`config.mk`:
```
export PLATFORM = sky130hd
export DESIGN_NAME = shift_normalizer
export DESIGN_NICKNAME = d
export VERILOG_FILES = /design/src/rtl/shift_normalizer.sv
export SDC_FILE = /design/constraint.sdc
export NUM_CORES = 1
export LEC_CHECK = 0
export CORE_ASPECT_RATIO = 1.75
export CORE_MARGIN = 3
export CORE_UTILIZATION = 45
export CTS_BUF_LIST = sky130_fd_sc_hd__clkbuf_8 sky130_fd_sc_hd__clkbuf_16
export DETAILED_ROUTE_END_ITERATION = 8
export PLACE_DENSITY = 0.7
export SYNTH_ARGS = -nofsm -noshare
export SYNTH_HDL_FRONTEND = slang
export SYNTH_SLANG_ARGS = --single-unit
export TNS_END_PERCENT = 50
```
`constraint.sdc`:
```
create_clock -name clk -period 4.25 [get_ports clk]
set_input_delay 0.6375 -clock clk [delete_from_list [all_inputs] [get_ports clk]]
set_output_delay 0.6375 -clock clk [all_outputs]
set_load 0.02 [all_outputs]
```
`src/rtl/shift_normalizer.sv`:
```
// rtl/shift_normalizer.sv - iterative leading-zero normalizer, one left shift per clock
module shift_normalizer #(
    parameter int N    = 8,
    parameter int LOGN = 3
) (
    input  logic            clk,
    input  logic            rst,
    input  logic            start,
    input  logic [N-1:0]    in,
    output logic            busy,
    output logic            done,
    output logic [N-1:0]    out,
    output logic [LOGN-1:0] count,
    output logic            zero
);

    typedef enum logic [1:0] {
        ST_IDLE  = 2'd0,
        ST_SHIFT = 2'd1,
        ST_DONE  = 2'd2
    } state_t;

    state_t          state_q, state_d;
    logic [N-1:0]    work_q, work_d;
    logic [LOGN-1:0] cnt_q, cnt_d;
    logic [N-1:0]    out_q, out_d;
    logic [LOGN-1:0] count_q, count_d;
    logic            zero_q, zero_d;

    always_ff @(posedge clk or posedge rst) begin
        if (rst) begin
            state_q <= ST_IDLE;
            work_q  <= '0;
            cnt_q   <= '0;
            out_q   <= '0;
            count_q <= '0;
            zero_q  <= 1'b0;
        end else begin
            state_q <= state_d;
            work_q  <= work_d;
            cnt_q   <= cnt_d;
            out_q   <= out_d;
            count_q <= count_d;
            zero_q  <= zero_d;
        end
    end

    always_comb begin
        state_d = state_q;
        work_d  = work_q;
        cnt_d   = cnt_q;
        out_d   = out_q;
        count_d = count_q;
        zero_d  = zero_q;
        case (state_q)
            ST_IDLE: begin
                if (start) begin
                    if (in != '0) begin
                        work_d  = in;
                        cnt_d   = '0;
                        zero_d  = 1'b0;
                        state_d = ST_SHIFT;
                    end else begin
                        out_d   = '0;
                        count_d = '0;
                        zero_d  = 1'b1;
                        state_d = ST_DONE;
                    end
                end
            end
            ST_SHIFT: begin
                // A nonzero word reaches its MSB within N-1 shifts, so cnt cannot wrap.
                if (work_q[N-1]) begin
                    out_d   = work_q;
                    count_d = cnt_q;
                    state_d = ST_DONE;
                end else begin
                    work_d = {work_q[N-2:0], 1'b0};
                    cnt_d  = cnt_q + LOGN'(1);
                end
            end
            ST_DONE: begin
                state_d = ST_IDLE;
            end
            default: begin
                state_d = ST_IDLE;
            end
        endcase
    end

    assign busy  = (state_q != ST_IDLE);
    assign done  = (state_q == ST_DONE);
    assign out   = out_q;
    assign count = count_q;
    assign zero  = zero_q;

endmodule

```
After elaboration in Yosys (flattened, before gate mapping)
Index checks and enable logic that the tools add are counted.
Storage, ports and cells
  register bits after elaboration: 25
  output and inout port bits: 14
  logic and storage cells: 45
  bits of input ports: 11
Cells by class
  add/subtract/negate cells: 1
  equality and inequality tests: 7
  reduce and logical (&&, ||, !) cells: 9
  muxes and demuxes: 21
Operators with widths (number)
  $mux 8: 6
  $pmux 8 s2: 2
  $mux 3: 6
  $pmux 3 s2: 2
  $ne 2x2->1 const B: 5
  $reduce_and 4->1: 2
  $reduce_bool 8->1: 1
  $mux 2: 3
  $pmux 2 s2: 1
  $reduce_and 2->1: 2
  $reduce_bool 2->1: 2
  $add 3x1->3 const B: 1
  $reduce_and 3->1: 1
  $eq 2x1->1 const B: 1
  $eq 2x2->1 const B: 1
  $logic_not 2->1: 1
  $mux 1: 1

Depth between registers and ports, before layout
Gate-level depths: netlist of the first run.
  depth in word-level cells: 4
  mapped depth: 6
  depth with buffers taken out: 4

Worst setup path before layout of the first run
OpenSTA, ideal clock, no wires.
  path type: input to register
  start point: in in[1]
  end point: reg count_q[0] (netlist: count[0])
  arrival time: 1493 ps
  buffers on the path: 1
  slack: 2639 ps
  cell stages on the path: 4
  required time: 4132 ps
  library setup time: 118 ps
  path through: nor4_4 -> a32oi_1 -> buf_2 -> a21o_1
Between the ends
  longest elaborated chain between the ends: 3
Ends and longest elaborated chain
  start, declared: RTL line 9  | input logic [N-1:0] in,
  $reduce_bool 8->1: RTL line 58  | if (in != '0) begin
  $ne 2x2->1 (no line)
  $reduce_and 4->1 (no line)
  end signal, assigned: RTL line 43  | count_q <= count_d;
  end, declared: RTL line 27  | logic [LOGN-1:0] count_q, count_d;
No other way between the ends.
A chain may end at the register's enable or synchronous reset.

Worst setup path after layout of the first run
  start point: reg state_q[1]
  end point: out done
Between the ends
  longest elaborated chain between the ends: 1
Ends and longest elaborated chain
  start, declared: RTL line 23  | state_t state_q, state_d;
  start signal, assigned: RTL line 39  | state_q <= state_d;
  $eq 2x2->1: RTL line 92  | assign done = (state_q == ST_DONE);
  end, declared: RTL line 11  | output logic done,
No other way between the ends.

==> Flow_metrics.wiki, run 1 <==
{| class="wikitable"
! Metric !! Value
|-
| Startpoint types || flip-flop
|-
| Die extent in x || 47.8 um
|-
| Number of buffers added for setup after CTS || 0
|-
| Status || completed
|-
| Reg power frac || 0.409
|-
| Most frequent standard cell in the layout excluding fill and tap cells || sky130_fd_sc_hd__dfrtp_1
|-
| Final Hold Violating Endpoints || 0
|-
| Number of instances in the placed design || 181
|-
| Pin count of the biggest net entering global routing || 35
|-
| Maximum operating frequency || 0.363 GHz
|-
| Area enclosed by the die boundary || 0.00379 mm^2
|-
| Period utilisation layout || 0.648
|-
| Half-perimeter wire length after placement || 2150 um
|-
| Number of clock sinks || 25
|-
| Placeable core region || 0.00293 mm^2
|-
| Synth Net Count || 152
|-
| Final worst path period need || 2.76 ns
|-
| DR DRC count || 0
|-
| Worst Tran Pin Value || 0.976 ns
|-
| Static leakage || 0.000684 uW
|-
| Area growth from synthesis to layout || 19.0%
|-
| Power Dens Cells || 755 mW/mm^2
|-
| Highest-count cells in the layout ignoring fill and taps || 25 x sky130_fd_sc_hd__dfrtp_1, 24 x sky130_fd_sc_hd__clkdlybuf4s50_1, 18 x sky130_fd_sc_hd__nand2_1
|-
| Max FO, Critical Path || 34
|-
| Clk_lat worst skew || 0.27 ns
|-
| Distinct cell type count of the synthesized netlist || 29
|-
| Number of buffers on the longest clock path || 2
|-
| Total wire length || 3030 um
|-
| Initial Utilization || 0.471
|-
| Maximum vdd drop || 0.000411 V
|-
| H-tree levels || 1
|-
| Startpoint-to-endpoint class of the critical path || flip-flop to primary output
|-
| Worst Setup End Kind || primary output
|-
| Number of pins exceeding their max-slew limit in the final report || 0
|-
| Max transition margin || 0.349
|-
| Clock skew after layout || 0.00541 ns
|-
| I/O pins || 25
|-
| Switching Share || 0.432
|-
| Rows || 26
|-
| Netlist area before placement || 0.00138 mm^2
|-
| Flip-flop and latch area || 626 um^2
|-
| Clock root buffer master || sky130_fd_sc_hd__clkbuf_8
|-
| Overall overflow remaining after global route || 0
|-
| Synth warn || 0
|-
| Drt pass-1 iters || 4
|-
| Post-route setup TNS || 0 ns
|-
| Cell depth of the worst hold path || 1
|-
| Hold-fix buffers at CTS || 0
|-
| Overall via count from detail_route || 1104
|-
| Max-cap violation count || 0
|-
| Clock tree from TritonCTS || yes
|-
| Wire length of the first global-routing pass || 4990 um
|-
| Antenna viol nets, final || 0
|-
| Count of instances resized after the clock tree is built || 0
|-
| Mean routed wirelength per cell || 16.4 um
|-
| Finish-stage setup viols || 0
|-
| Ratio of cells with drive above 1 in the final layout || 0.0892
|-
| RePlAce Congestion || 0.837
|-
| Switching pwr || 535 uW
|-
| Post-Syn Instances || 140
|-
| Required @ worst endpoint || 3.61 ns
|-
| Mean Syn Cell Area || 9.85 um^2
|-
| Via count of the first global-routing pass || 1058
|-
| Post-layout instance count excluding filler cells || 185
|-
| Vert. Die Dim || 79.2 um
|-
| Cells on worst reg2reg path || 3
|-
| Quantity of I/O buffers inserted on ports || 24
|-
| Logic gate share of total power || 0.477
|-
| Multi-input combinational cell area || 683 um^2
|-
| Kind of path behind the tightest hold check || flip-flop to flip-flop
|-
| Diodes inserted || 0
|-
| Vias per std cell || 5.97
|-
| Internal || 704 uW
|-
| Final Net Count || 170
|-
| Number of antenna violations at the first check in global routing || 0
|-
| Global-route usage over all layers || 0.176
|-
| Setup repair after global routing missed its margin || no
|-
| Iteration-0 DRC count of the detailed router || 24
|-
| FF+latch count, synth || 25
|-
| CTS clk-pin slew, worst paths || 0.09 ns
|-
| CTS buffer count || 3
|-
| Clock share of power || 0.114
|-
| Arr. time, crit path || 2.12 ns
|-
| Register area share after synthesis || 0.454
|-
| # fillers || 276
|}
-- cell type report --
type	count	area share
Multi-Input combinational cell	101	0.416
Sequential cell	25	0.381
Timing Repair Buffer	24	0.146
Clock buffer	3	0.0252
Tap cell	28	0.0214
Inverter	3	0.00687
Clock inverter	1	0.00229
-- power by group through the flow --
stage	combinational [uW]	clock, uW	sequential [uW]
floorplan	448	0	471
global placement	584	0	503
detailed placement	597	0	512
CTS	597	144	506
global route	653	157	530
finish	591	141	507
-- Yosys cell counts --
master	n	area (um^2)
sky130_fd_sc_hd__nor4_4	2	42.5
sky130_fd_sc_hd__nand2b_1	2	12.5
sky130_fd_sc_hd__clkbuf_1	4	15.0
sky130_fd_sc_hd__nand3_1	12	60.1
sky130_fd_sc_hd__nor2b_1	1	6.26
sky130_fd_sc_hd__or3b_1	2	17.5
sky130_fd_sc_hd__buf_4	1	7.51
sky130_fd_sc_hd__nor3b_1	1	7.51
sky130_fd_sc_hd__o21ai_0	10	50.1
sky130_fd_sc_hd__a32oi_1	1	8.76
sky130_fd_sc_hd__a21oi_2	1	8.76
sky130_fd_sc_hd__dfrtp_1	25	626
sky130_fd_sc_hd__a22oi_1	6	45.0
sky130_fd_sc_hd__nor2_1	8	30.0
sky130_fd_sc_hd__inv_1	3	11.3
sky130_fd_sc_hd__or2_2	1	6.26
sky130_fd_sc_hd__nor3b_2	1	12.5
sky130_fd_sc_hd__o21ai_1	7	35.0
sky130_fd_sc_hd__buf_6	1	11.3
sky130_fd_sc_hd__a31oi_1	1	6.26
sky130_fd_sc_hd__or3_1	1	6.26
sky130_fd_sc_hd__nand2_1	18	67.6
sky130_fd_sc_hd__and3_1	1	6.26
sky130_fd_sc_hd__a21o_1	11	82.6
sky130_fd_sc_hd__buf_2	5	25.0
sky130_fd_sc_hd__ha_1	1	12.5
sky130_fd_sc_hd__nor4bb_1	6	60.1
sky130_fd_sc_hd__o22a_1	1	8.76
sky130_fd_sc_hd__a221oi_2	6	90.1
-- cell families (layout without fill, tap and decap cells) --
logic type               Yosys count  count (layout)  synth area share
flip-flops                        25              25             0.454
buffers and inverters             14              31            0.0508
AND/OR/NAND/NOR                   56              56             0.243
AO/OA/AOI/OAI                     44              44             0.243
adder cells (fa/ha/maj)            1               1           0.00907
-- flip-flops by register name, summed over array words and instances, names as in the netlist --
name and count:
out 8, state_q 2, count 3, zero 1, work_q 8, cnt_q 3
-- stage by stage --
| step | power, uW | worst slack [ns] | cell area [um^2] | util | hold slack [ns] |
|---|---|---|---|---|---|
| after detailed placement | 1110 | 1.80 | 1600 | 0.545 | 0.494 |
| after global placement | 1090 | 1.82 | 1600 | 0.545 | 0.472 |
| after CTS | 1250 | 1.50 | 1640 | 0.560 | 0.514 |
| after global routing | 1340 | 1.29 | 1640 | 0.560 | 0.528 |
| after floorplan | 919 | 2.64 | 1380 | - | 0.504 |
| final | 1240 | 1.49 | 1640 | 0.560 | 0.505 |
-- critical path, cell delays in order, from the launching register on --
cell	delay, ns
sky130_fd_sc_hd__dfrtp_1	0.93
sky130_fd_sc_hd__inv_1	0.17
sky130_fd_sc_hd__nor2_1	0.13
sky130_fd_sc_hd__clkdlybuf4s50_1	0.62
-- path summary, 6_finish.rpt --
check,slack [ns],from,end
setup / recovery,1.49,state_q[1],done
max in group asynchronous,2.77,rst,work_q[3]
setup reg to reg,2.04,state_q[1],work_q[4]
min in group asynchronous,0.89,rst,cnt_q[2]
hold reg to reg,0.51,out[7],out[7]
hold / removal,0.51,out[7],out[7]
-- per-layer routing --
layer	vias to the layer above	global-route usage	part of all wire
li1	546	-	-
met1	523	0.247	0.45
met2	28	0.265	0.49
met3	7	0.0181	0.035
met4	0	0.0755	0.024
met5	-	0	0
Power figures use the tool's default switching activity.
==> run 2, diff against run 1 <==
==> constraint.sdc (replaced) <==
create_clock -name clk -period 2.7 [get_ports clk]
set_input_delay 0.405 -clock clk [delete_from_list [all_inputs] [get_ports clk]]
set_output_delay 0.405 -clock clk [all_outputs]
set_load 0.02 [all_outputs]
==> run 2 against run 1 <==
- via count grew 2.8%
- critical path depth decreased by 1
- routed wire length shrank 2.6%
- final cell count up 2.2%
- hold slack worse by 0.034 ns
- sequential share of layout area decreased by 0.71 points
- clock power rose by 58%
- global-route usage grew 0.48 points
- largest power group unchanged
- highest routed layer unchanged
==> Flow_metrics.wiki, run 2 (synthesis results as in run 1) <==
{| class="wikitable"
! Metric !! Value
|-
| Logic gate share of total power || 0.529 (+0.052)
|-
| Finish-stage setup viols || 0 (unchanged)
|-
| Internal || 1140 uW (+62%)
|-
| H-tree levels || 1 (unchanged)
|-
| Maximum vdd drop || 0.000593 V (+44%)
|-
| Post-route setup TNS || 0 ns (unchanged)
|-
| CTS clk-pin slew, worst paths || 0.09 ns (about the same)
|-
| Busiest metal layer after global routing || met2
|-
| Final Hold Violating Endpoints || 0 (unchanged)
|-
| Half-perimeter wire length after placement || 2180 um (+1.3%)
|-
| Pin count of the biggest net entering global routing || 28 (-20%)
|-
| Clock root buffer master || sky130_fd_sc_hd__clkbuf_8
|-
| Die extent in x || 47.8 um (unchanged)
|-
| Hold-fix buffers at CTS || 0 (unchanged)
|-
| Least setup slack across all paths after layout || 0.385 ns (-1.11 ns)
|-
| Global-route track usage on met3 || 0.0272 (+0.00907)
|-
| Number of clock sinks || 25 (unchanged)
|-
| Iteration-0 DRC count of the detailed router || 45 (+88%)
|-
| Clk_lat worst skew || 0.27 ns (about the same)
|-
| Wire length of the first global-routing pass || 5090 um (+1.9%)
|-
| Most frequent standard cell in the layout excluding fill and tap cells || sky130_fd_sc_hd__dfrtp_1
|-
| Clock share of power || 0.112 (-0.002)
|-
| Startpoint types || flip-flop
|-
| Ratio of cells with drive above 1 in the final layout || 0.118 (+0.0288)
|-
| Arr. time, crit path || 1.91 ns (-0.21 ns)
|-
| Worst Setup End Kind || primary output
|-
| Area enclosed by the die boundary || 0.00379 mm^2 (unchanged)
|-
| Overall via count from detail_route || 1135 (+2.8%)
|-
| Highest-count cells in the layout ignoring fill and taps || 25 x sky130_fd_sc_hd__dfrtp_1, 24 x sky130_fd_sc_hd__clkdlybuf4s50_1, 18 x sky130_fd_sc_hd__nand2_1
|-
| Mean routed wirelength per cell || 15.6 um (-4.7%)
|-
| Maximum operating frequency || 0.432 GHz
|-
| Global-route usage over all layers || 0.181 (+0.00482)
|-
| Post-place setup slack || 0.507 ns (-1.30 ns)
|-
| Area growth from synthesis to layout || 21.2%
|-
| Post-layout instance count excluding filler cells || 189 (+2.2%)
|-
| Max transition margin || 0.371 (+0.0225)
|-
| Number of buffers on the longest clock path || 2 (unchanged)
|-
| Final core utilization || 0.571 (+0.0107)
|-
| I/O pins || 25 (unchanged)
|-
| Power Dens Cells || 1190 mW/mm^2 (+58%)
|-
| Worst Tran Pin Value || 0.943 ns (-0.0326 ns)
|-
| Overall overflow remaining after global route || 0 (unchanged)
|-
| Post-layout total power || 1990 uW (+61%)
|-
| Drt pass-1 iters || 4 (unchanged)
|-
| Setup repair after global routing missed its margin || no
|-
| Quantity of I/O buffers inserted on ports || 24 (unchanged)
|-
| Clock tree from TritonCTS || yes
|-
| Switching pwr || 853 uW (+60%)
|-
| Period utilisation layout || 0.857
|-
| Via count of the first global-routing pass || 1097 (+3.7%)
|-
| Vert. Die Dim || 79.2 um (unchanged)
|-
| Clock skew after layout || 0.00989 ns (+0.00448 ns)
|-
| Status || completed
|-
| Number of antenna violations at the first check in global routing || 0 (unchanged)
|-
| Rows || 26 (unchanged)
|-
| Max FO, Critical Path || 27 (-21%)
|-
| Number of instances in the placed design || 185 (+2.2%)
|-
| Initial Utilization || 0.471 (unchanged)
|-
| CTS buffer count || 3 (unchanged)
|-
| Switching Share || 0.429 (-0.00331)
|-
| Grt met2 use || 0.273 (+0.00796)
|-
| Antenna viol nets, final || 0 (unchanged)
|-
| Static leakage || 0.000703 uW (+2.7%)
|-
| Reg power frac || 0.359 (-0.050)
|-
| DR DRC count || 0 (unchanged)
|-
| Number of buffers added for setup after CTS || 0 (unchanged)
|-
| Final Net Count || 174 (+2.4%)
|-
| Diodes inserted || 0 (unchanged)
|-
| Max-cap violation count || 0 (unchanged)
|-
| Vias per std cell || 6.01 (+0.63%)
|-
| Number of pins exceeding their max-slew limit in the final report || 0 (unchanged)
|-
| Startpoint-to-endpoint class of the critical path || flip-flop to primary output
|-
| Placeable core region || 0.00293 mm^2 (unchanged)
|-
| Total wire length || 2950 um (-2.6%)
|-
| Final worst path period need || 2.32 ns
|-
| Global Route met1 Usage || 0.239 (-0.00827)
|-
| Kind of path behind the tightest hold check || input port to asynchronous set/reset pin
|-
| RePlAce Congestion || 0.845 (+0.99%)
|-
| Count of instances resized after the clock tree is built || 0 (unchanged)
|-
| Required @ worst endpoint || 2.30 ns (-1.31 ns)
|}
==> run 2: worst paths after layout <==
check | start | endpoint | slack, ns | cells past startpoint
hold reg to reg | zero | zero | 0.50 | 2
min in group clk | zero | zero | 0.50 | 2
max in group asynchronous | rst | count[0] | 1.98 | 3
hold / removal | rst | out[1] | 0.47 | 3
setup reg to reg | state_q[0] | work_q[1] | 0.64 | 3
setup / recovery | state_q[0] | busy | 0.38 | 2
==> run 2: per-stage QoR <==
step / hold slack (ns) / area, um^2
3_5_place_dp: 0.489 / 1630
5_1_grt: 0.507 / 1670
2_1_floorplan: 0.432 / 1380
6_report: 0.471 / 1670
3_3_place_gp: 0.483 / 1630
4_1_cts: 0.480 / 1670
==> run 2: per-layer routing <==
layer	up-vias	wire, um
li1	555	-
met1	535	1330
met2	35	1410
met3	10	121
met4	0	79
met5	-	0
==> run 2: power groups by stage <==
stage / clock network, uW / registers (uW) / logic [uW]
after CTS: 228 / 713 / 1060
after global placement: 0 / 711 / 1030
after global routing: 248 / 742 / 1160
final: 223 / 716 / 1050
after detailed placement: 0 / 722 / 1050
after floorplan: 0 / 741 / 705
==> run 2: cell type report <==
class,instances,area (um^2)
fill,266,1260
tap,28,35.0
timing repair buffer,28,270
clock buffer,3,41.3
multi-input combinational,101,683
inverter,3,11.3
clock inverter,1,5.00
sequential,25,626
==> run 2: critical path, cell delays in order, from the launching register on <==
cell and delay (ns):
sky130_fd_sc_hd__dfrtp_1 0.82, sky130_fd_sc_hd__or2_2 0.22, sky130_fd_sc_hd__clkdlybuf4s50_1 0.59
